$ cat src/rtl/vga_layer_compositor_pkg.sv
`default_nettype none
// +----------------------------------------------------------------------------+
// | vga_layer_compositor_pkg : shared VGA colours, UI mode codes, fade states  |
// | rev 1.0                                                                    |
// +----------------------------------------------------------------------------+
package vga_layer_compositor_pkg;

  localparam logic [23:0] DEFAULT_KEY_COLOR = 24'hFF00FF;
  localparam logic [23:0] DEFAULT_BG_COLOR  = 24'hFFFFFF;

  localparam logic [7:0] MODE_BOOT     = 8'h00;
  localparam logic [7:0] MODE_MENU     = 8'h01;
  localparam logic [7:0] MODE_GAME     = 8'h02;
  localparam logic [7:0] MODE_SETTINGS = 8'h03;

  typedef enum logic [1:0] {
    ST_IDLE    = 2'd0,
    ST_BLANK   = 2'd1,
    ST_FADE_IN = 2'd2
  } fade_state_t;

endpackage
`default_nettype wire

$ cat src/rtl/vga_channel_blend.sv
`default_nettype none
// +----------------------------------------------------------------------------+
// | vga_channel_blend : 8-bit linear interpolation between p and b by level    |
// | rev 1.0                                                                    |
// +----------------------------------------------------------------------------+
module vga_channel_blend #(
  parameter int FADE_LOG2 = 4
) (
  input  logic [7:0]         p,
  input  logic [7:0]         b,
  input  logic [FADE_LOG2:0] level,
  output logic [7:0]         out
);

  localparam int SUM_W = 8 + FADE_LOG2 + 1;
  localparam logic [FADE_LOG2:0] MAX_LVL = {1'b1, {FADE_LOG2{1'b0}}};

  logic [FADE_LOG2:0] inv_level;
  logic [SUM_W-1:0]   sum;

  // Weights always add to MAX, so the shifted sum stays within 8 bits.
  always_comb begin
    inv_level = MAX_LVL - level;
    sum = SUM_W'(p) * SUM_W'(level) + SUM_W'(b) * SUM_W'(inv_level);
    out = 8'(sum >> FADE_LOG2);
  end

endmodule
`default_nettype wire

$ cat src/rtl/vga_layer_compositor.sv
`default_nettype none
// +----------------------------------------------------------------------------+
// | vga_layer_compositor : priority layer merge with scene-change fade-in      |
// | rev 1.0                                                                    |
// +----------------------------------------------------------------------------+
module vga_layer_compositor
  import vga_layer_compositor_pkg::*;
#(
  parameter int               NUM_LAYERS  = 8,
  parameter int               PIX_W       = 24,
  parameter logic [PIX_W-1:0] KEY_COLOR   = PIX_W'(DEFAULT_KEY_COLOR),
  parameter logic [PIX_W-1:0] BG_COLOR    = PIX_W'(DEFAULT_BG_COLOR),
  parameter int               FADE_LOG2   = 4,
  parameter int               HOLD_FRAMES = 2
) (
  input  logic                        vga_clk,
  input  logic                        rst_n,
  input  logic                        frame_start,
  input  logic                        pix_valid,
  input  logic [7:0]                  scene_id,
  input  logic [NUM_LAYERS-1:0]       layer_en,
  input  logic [NUM_LAYERS*PIX_W-1:0] layer_data,
  output logic [PIX_W-1:0]            pos_data,
  output logic                        pos_valid,
  output logic                        fade_busy
);

  localparam int HOLD_W = $clog2(HOLD_FRAMES + 1);
  localparam logic [FADE_LOG2:0] MAX_LVL = {1'b1, {FADE_LOG2{1'b0}}};
  localparam logic [FADE_LOG2:0] ONE_LVL = (FADE_LOG2+1)'(1);

  logic [PIX_W-1:0]  sel_comb;
  logic [PIX_W-1:0]  sel_pix;
  logic              sel_valid;
  logic [PIX_W-1:0]  blend_pix;

  fade_state_t        state, state_next;
  logic [FADE_LOG2:0] level, level_next;
  logic [HOLD_W-1:0]  hold, hold_next;
  logic [7:0]         scene_q, scene_next;

  // Walk from lowest priority up so the lowest visible index wins.
  always_comb begin
    sel_comb = BG_COLOR;
    for (int k = NUM_LAYERS - 1; k >= 0; k--) begin
      if (layer_en[k] && (layer_data[k*PIX_W +: PIX_W] != KEY_COLOR))
        sel_comb = layer_data[k*PIX_W +: PIX_W];
    end
    if (!pix_valid)
      sel_comb = BG_COLOR;
  end

  always_ff @(posedge vga_clk or negedge rst_n) begin
    if (!rst_n) begin
      sel_pix   <= BG_COLOR;
      sel_valid <= 1'b0;
      pos_data  <= BG_COLOR;
      pos_valid <= 1'b0;
    end else begin
      sel_pix   <= sel_comb;
      sel_valid <= pix_valid;
      pos_data  <= blend_pix;
      pos_valid <= sel_valid;
    end
  end

  for (genvar c = 0; c < PIX_W / 8; c++) begin : g_chan
    vga_channel_blend #(.FADE_LOG2(FADE_LOG2)) u_blend (
      .p    (sel_pix[c*8 +: 8]),
      .b    (BG_COLOR[c*8 +: 8]),
      .level(level),
      .out  (blend_pix[c*8 +: 8])
    );
  end

  // A scene change outranks a coincident frame_start.
  always_comb begin
    state_next = state;
    level_next = level;
    hold_next  = hold;
    scene_next = scene_q;
    if (scene_id != scene_q) begin
      scene_next = scene_id;
      level_next = '0;
      hold_next  = HOLD_W'(HOLD_FRAMES);
      state_next = ST_BLANK;
    end else if (frame_start) begin
      case (state)
        ST_BLANK: begin
          hold_next = hold - HOLD_W'(1);
          if (hold <= HOLD_W'(1)) begin
            level_next = ONE_LVL;
            state_next = ST_FADE_IN;
          end
        end
        ST_FADE_IN: begin
          level_next = level + ONE_LVL;
          if (level_next == MAX_LVL)
            state_next = ST_IDLE;
        end
        default: ;
      endcase
    end
  end

  always_ff @(posedge vga_clk or negedge rst_n) begin
    if (!rst_n) begin
      state     <= ST_IDLE;
      level     <= MAX_LVL;
      hold      <= '0;
      scene_q   <= 8'h00;
      fade_busy <= 1'b0;
    end else begin
      state     <= state_next;
      level     <= level_next;
      hold      <= hold_next;
      scene_q   <= scene_next;
      fade_busy <= (state_next != ST_IDLE);
    end
  end

endmodule
`default_nettype wire

$ cat config.mk
export PLATFORM = sky130hd
export DESIGN_NAME = vga_layer_compositor
export DESIGN_NICKNAME = d
export VERILOG_FILES = /design/src/rtl/vga_layer_compositor_pkg.sv /design/src/rtl/vga_channel_blend.sv /design/src/rtl/vga_layer_compositor.sv
export SDC_FILE = /design/constraint.sdc
export NUM_CORES = 1
export LEC_CHECK = 0
export ABC_AREA = 1
export BUFFER_PORTS_ARGS = -buffer_cell sky130_fd_sc_hd__buf_2
export CAP_MARGIN = 20
export CORE_MARGIN = 8
export CORE_UTILIZATION = 45
export CTS_CLUSTER_SIZE = 12
export DETAILED_ROUTE_END_ITERATION = 16
export GPL_TIMING_DRIVEN = 0
export PLACE_DENSITY = 0.75
export SYNTH_ARGS = -nofsm -noshare
export SYNTH_HDL_FRONTEND = slang
export SYNTH_HIERARCHICAL = 1
export SYNTH_SLANG_ARGS = --single-unit
$ cat constraint.sdc
create_clock -name vga_clk -period 5 [get_ports vga_clk]
set_input_delay 1 -clock vga_clk [delete_from_list [all_inputs] [get_ports vga_clk]]
set_output_delay 1 -clock vga_clk [all_outputs]
set_load 0.05 [all_outputs]
==> results.md <==
* Tmin final at around 5000 ps
* Crit path max-delay cell type: fa_1
* GRT Resource Usage Total at 24.3%
* Compound-Gate Fraction of Synth Area at 4.47%
* Most used DFF post-synth: dfstp_2
* Met3 usage at under 10%
* Core area at about 30000 µm²
* Seq. cell area at 1770 µm²
* Drt pass-1 iters at 5
* PD cells at 114 nW/µm²
* Min-Delay Endpoint: pos_valid$_DFF_PN0_
* Nets at 2893
* Post-Syn Instances at between 2k and 2.5k
* Vias in the first global route at around 14k
* Final Max Slew Viols at 0
* Reg2Reg Depth at 25
* Crit-path max cell delay at roughly 550 ps
* Worst-skew pair later-pin latency at about 350 ps
* Leading area contributor after synthesis: fa_1
* Clk_skew at 2.92 ps
* Largest net degree at the start of global routing at 69
* Starting density of the core at roughly 46%
* Iter 0 DRT Violations at ~550
* CTS max path bufs at 2
* Die Wd at 190 µm
* Worst r2r src: level[0]$_DFFE_PN0P_
* # H-tree levels at 3
* Worst path top cell family by delay: adder cells
* Synth top cells by count: 607 x nand2_1, 518 x inv_1, 153 x fa_1
* Gr ovfl total at 0
* Die Span Y at roughly 190 µm
* Synth Area in XOR/XNOR at 2.70%
* Crit Path Max Fanout at 4
* Buf/Inv on CP at 8
* CP required at between 5000 and 6000 ps
* Fin crit share at 100%
* Global Route met2 Usage at roughly 45%
* Area grow syn2layout at 26.8%
* Final GP Congestion at about 0.98
* WHS at between 400 and 500 ps
* R2R setup slack at -10 ps
* Gr busiest metal: met2
* Placed cell count at approximately 2.8k
* Final Hold Viols at 0
* WL per Instance at about 16 µm
* Measured slew at the worst slew-check pin at between 800 and 900 ps
* Slew HR at between 40% and 50%
* DPL Wire Length at between 30000 and 40000 µm
* Hold path depth at 0
* Yosys reg bits at a little under 70
* Area of the multi-input gates at between 10000 and 15000 µm²
* Vias/cell at between 4 and 5
* Worst setup SP type: flip-flop
* Share of cells above drive strength 1 at between 20% and 30%
* First-pass GRT wire length at ~70000 µm
* Fin worst setup slack at -12.5 ps
* Number of synthesized flops with an enable pin at 0
* Final WL at between 40000 and 50000 µm
* Multiplexer share of the synthesized area at 0%
* Final Non-Filler Cells at roughly 2.8k
* Placed cell areas at 15700 µm²
* Top post-synthesis cells by area: fa_1 23%, nand2_1 17%, inv_1 14%
* Fillers at 2741
* Routed via count at 13.6k
* Dpl ws at -605 ps
* Worst-path clk slew at ~60 ps
* Register area share after synthesis at 13.0%
* Row cnt at between 60 and 70
* # setup viols final at 1
* Die outline area at around 36000 µm²
* Max-capacitance violation count at 0
* WP data arrival at roughly 5300 ps
* RSZ-0062 raised after global routing: true
* Design area at 17200 µm²
* Post-synthesis simple-gate area fraction at a little under a third
* # DRC at 0
* Synth warnings at 6
* Clock Root Buffer: clkbuf_16
* Main combinational cell family by area after synthesis: adder cells
* Critical path class: reg -> reg
* Failing checks: negative setup slack
* Setup Total Neg Slack at -12.5 ps
* Static leakage at between 10 and 15 nW
* Worst Setup End Kind: flip-flop
* CTS tree: built
* Cell Area, Synth at 13600 µm²
* Mapped Avg Cell Area at between 6 and 7 µm²
* Max Clock Freq at between 150 and 200 MHz
* Async SR Flop Fraction at 100%
* Post-CTS Hold Fix Bufs at 0
* Top-count cell post-synth: nand2_1
* Fin util at between 50% and 60%
* PortBufs at approximately 240
* Distinct cells, synth at 44
* Initial antenna violation count at 11
* Top cell type's share of synthesized area at between 20 and 25%
* Outcome: finished, violations left
* I/O pin cnt at 238
* Num CTS Buffers at 9
* Hold path startpoint: sel_valid$_DFF_PN0_
* Adder-Cell Fraction of Synth Area at between 30% and 40%
* Total power at around 2.0 mW
* Hold Path Class: reg -> reg
* Grt met1 use at about a quarter
* Sinks on Clock Net at just under 70
* Final ANT Viol Nets at 0
* Reg2reg end: pos_data[15]$_DFF_PN1_
* Worst vdd ir at 0.126 mV
-- metal layers --
layer,wire length (µm),vias to the layer above
met3,2840,115
li1,-,6691
met4,1780,16
met2,23000,441
met5,93,-
met1,17100,6318
-- cell usage in the layout (no fill, tap or decap), types with 5 or more instances in the layout --
master,instances
fa_2,5
clkinv_1,15
o21ai_1,13
a21oi_2,6
a21oi_1,16
buf_4,57
nand2_4,24
inv_1,486
ha_4,20
buf_2,253
ha_1,73
fa_1,148
xnor2_1,9
nand2_1,565
nand2_2,35
inv_4,7
inv_2,35
or2_2,9
o21ai_0,77
nor2_4,10
buf_8,5
nand4_1,42
clkbuf_1,20
nor2_1,83
nand3_1,118
xor2_1,27
nand3b_1,15
nand3_4,5
dfrtp_1,15
buf_6,11
conb_1,105
nor4_1,6
clkbuf_16,10
dfstp_2,49
nor2_2,11
-- flip-flops by register name (all words and copies together) (netlist names) --
| signal | count |
|---|---|
| pos_data | 24 |
| sel_pix | 24 |
| scene_q | 8 |
| level | 5 |
| hold | 2 |
| state | 2 |
| fade_busy | 1 |
| pos_valid | 1 |
| sel_valid | 1 |
-- worst reg2reg max path, stage by stage (launching register included) --
cell and delay (ps):
dfrtp_2 450, buf_6 140, buf_6 110, nor3_4 150
inv_1 60, or2_4 230, nand2_4 100, nor2_4 40
fa_1 520, inv_2 40, fa_1 470, fa_1 550
inv_2 50, fa_1 510, inv_2 40, fa_1 490
inv_2 50, ha_4 300, nand2_4 70, nor2_4 120
nand2_1 70, a21oi_2 160, nor2_4 60, inv_2 40
nand2_1 40, nand2_1 50
-- power by group --
| group | switching, mW | total [mW] | internal (mW) |
|---|---|---|---|
| Combinational | 0.363 | 0.577 | 0.213 |
| Clock | 0.265 | 0.753 | 0.488 |
| Sequential | 0.0346 | 0.634 | 0.599 |
| Total | 0.663 | 1.96 | 1.30 |
-- worst max path at each step --
| stage | to | start | depth (start not counted) |
|---|---|---|---|
| 6_report | pos_data[15]$_DFF_PN1_ | level[0]$_DFFE_PN0P_ | 25 |
| 5_1_grt | pos_data[23]$_DFF_PN1_ | level[1]$_DFFE_PN0P_ | 25 |
| 4_1_cts | pos_data[22]$_DFF_PN1_ | level[0]$_DFFE_PN0P_ | 22 |
| 3_5_place_dp | pos_data[22]$_DFF_PN1_ | level[0]$_DFFE_PN0P_ | 22 |
| 3_3_place_gp | pos_data[7]$_DFF_PN1_ | level[0]$_DFFE_PN0P_ | 25 |
| 2_1_floorplan | pos_data[7]$_DFF_PN1_ | level[0]$_DFFE_PN0P_ | 27 |
-- area by class of cell --
| type | instances | share of cell area [%] |
|---|---|---|
| Antenna cell | 4 | 0.0582 |
| Buffer | 65 | 2.47 |
| Clock buffer | 10 | 1.33 |
| Clock inverter | 6 | 0.648 |
| Inverter | 544 | 12.0 |
| Multi-Input combinational cell | 1459 | 61.1 |
| Sequential cell | 68 | 10.3 |
| Tap cell | 390 | 2.84 |
| Timing Repair Buffer | 287 | 9.25 |
-- what timing repair did --
action                                  4_1_cts  5_1_grt
cloned                                        0        1
endpoints found under the setup margin       20       18
buffers inserted                             17       33
gates resized for setup                      78      128
hold endpoints to repair                      0        0
pin swaps                                    41       78
-- cell families after synthesis --
logic type,Yosys count
DFF,68
and+or+nand+nor,947
AOI/OAI and AO/OA,119
buffers and inverters,613
other,1
adders and majority gates,247
xor gates and xnor gates,41
No activity file was read; power rests on OpenSTA's default activity.
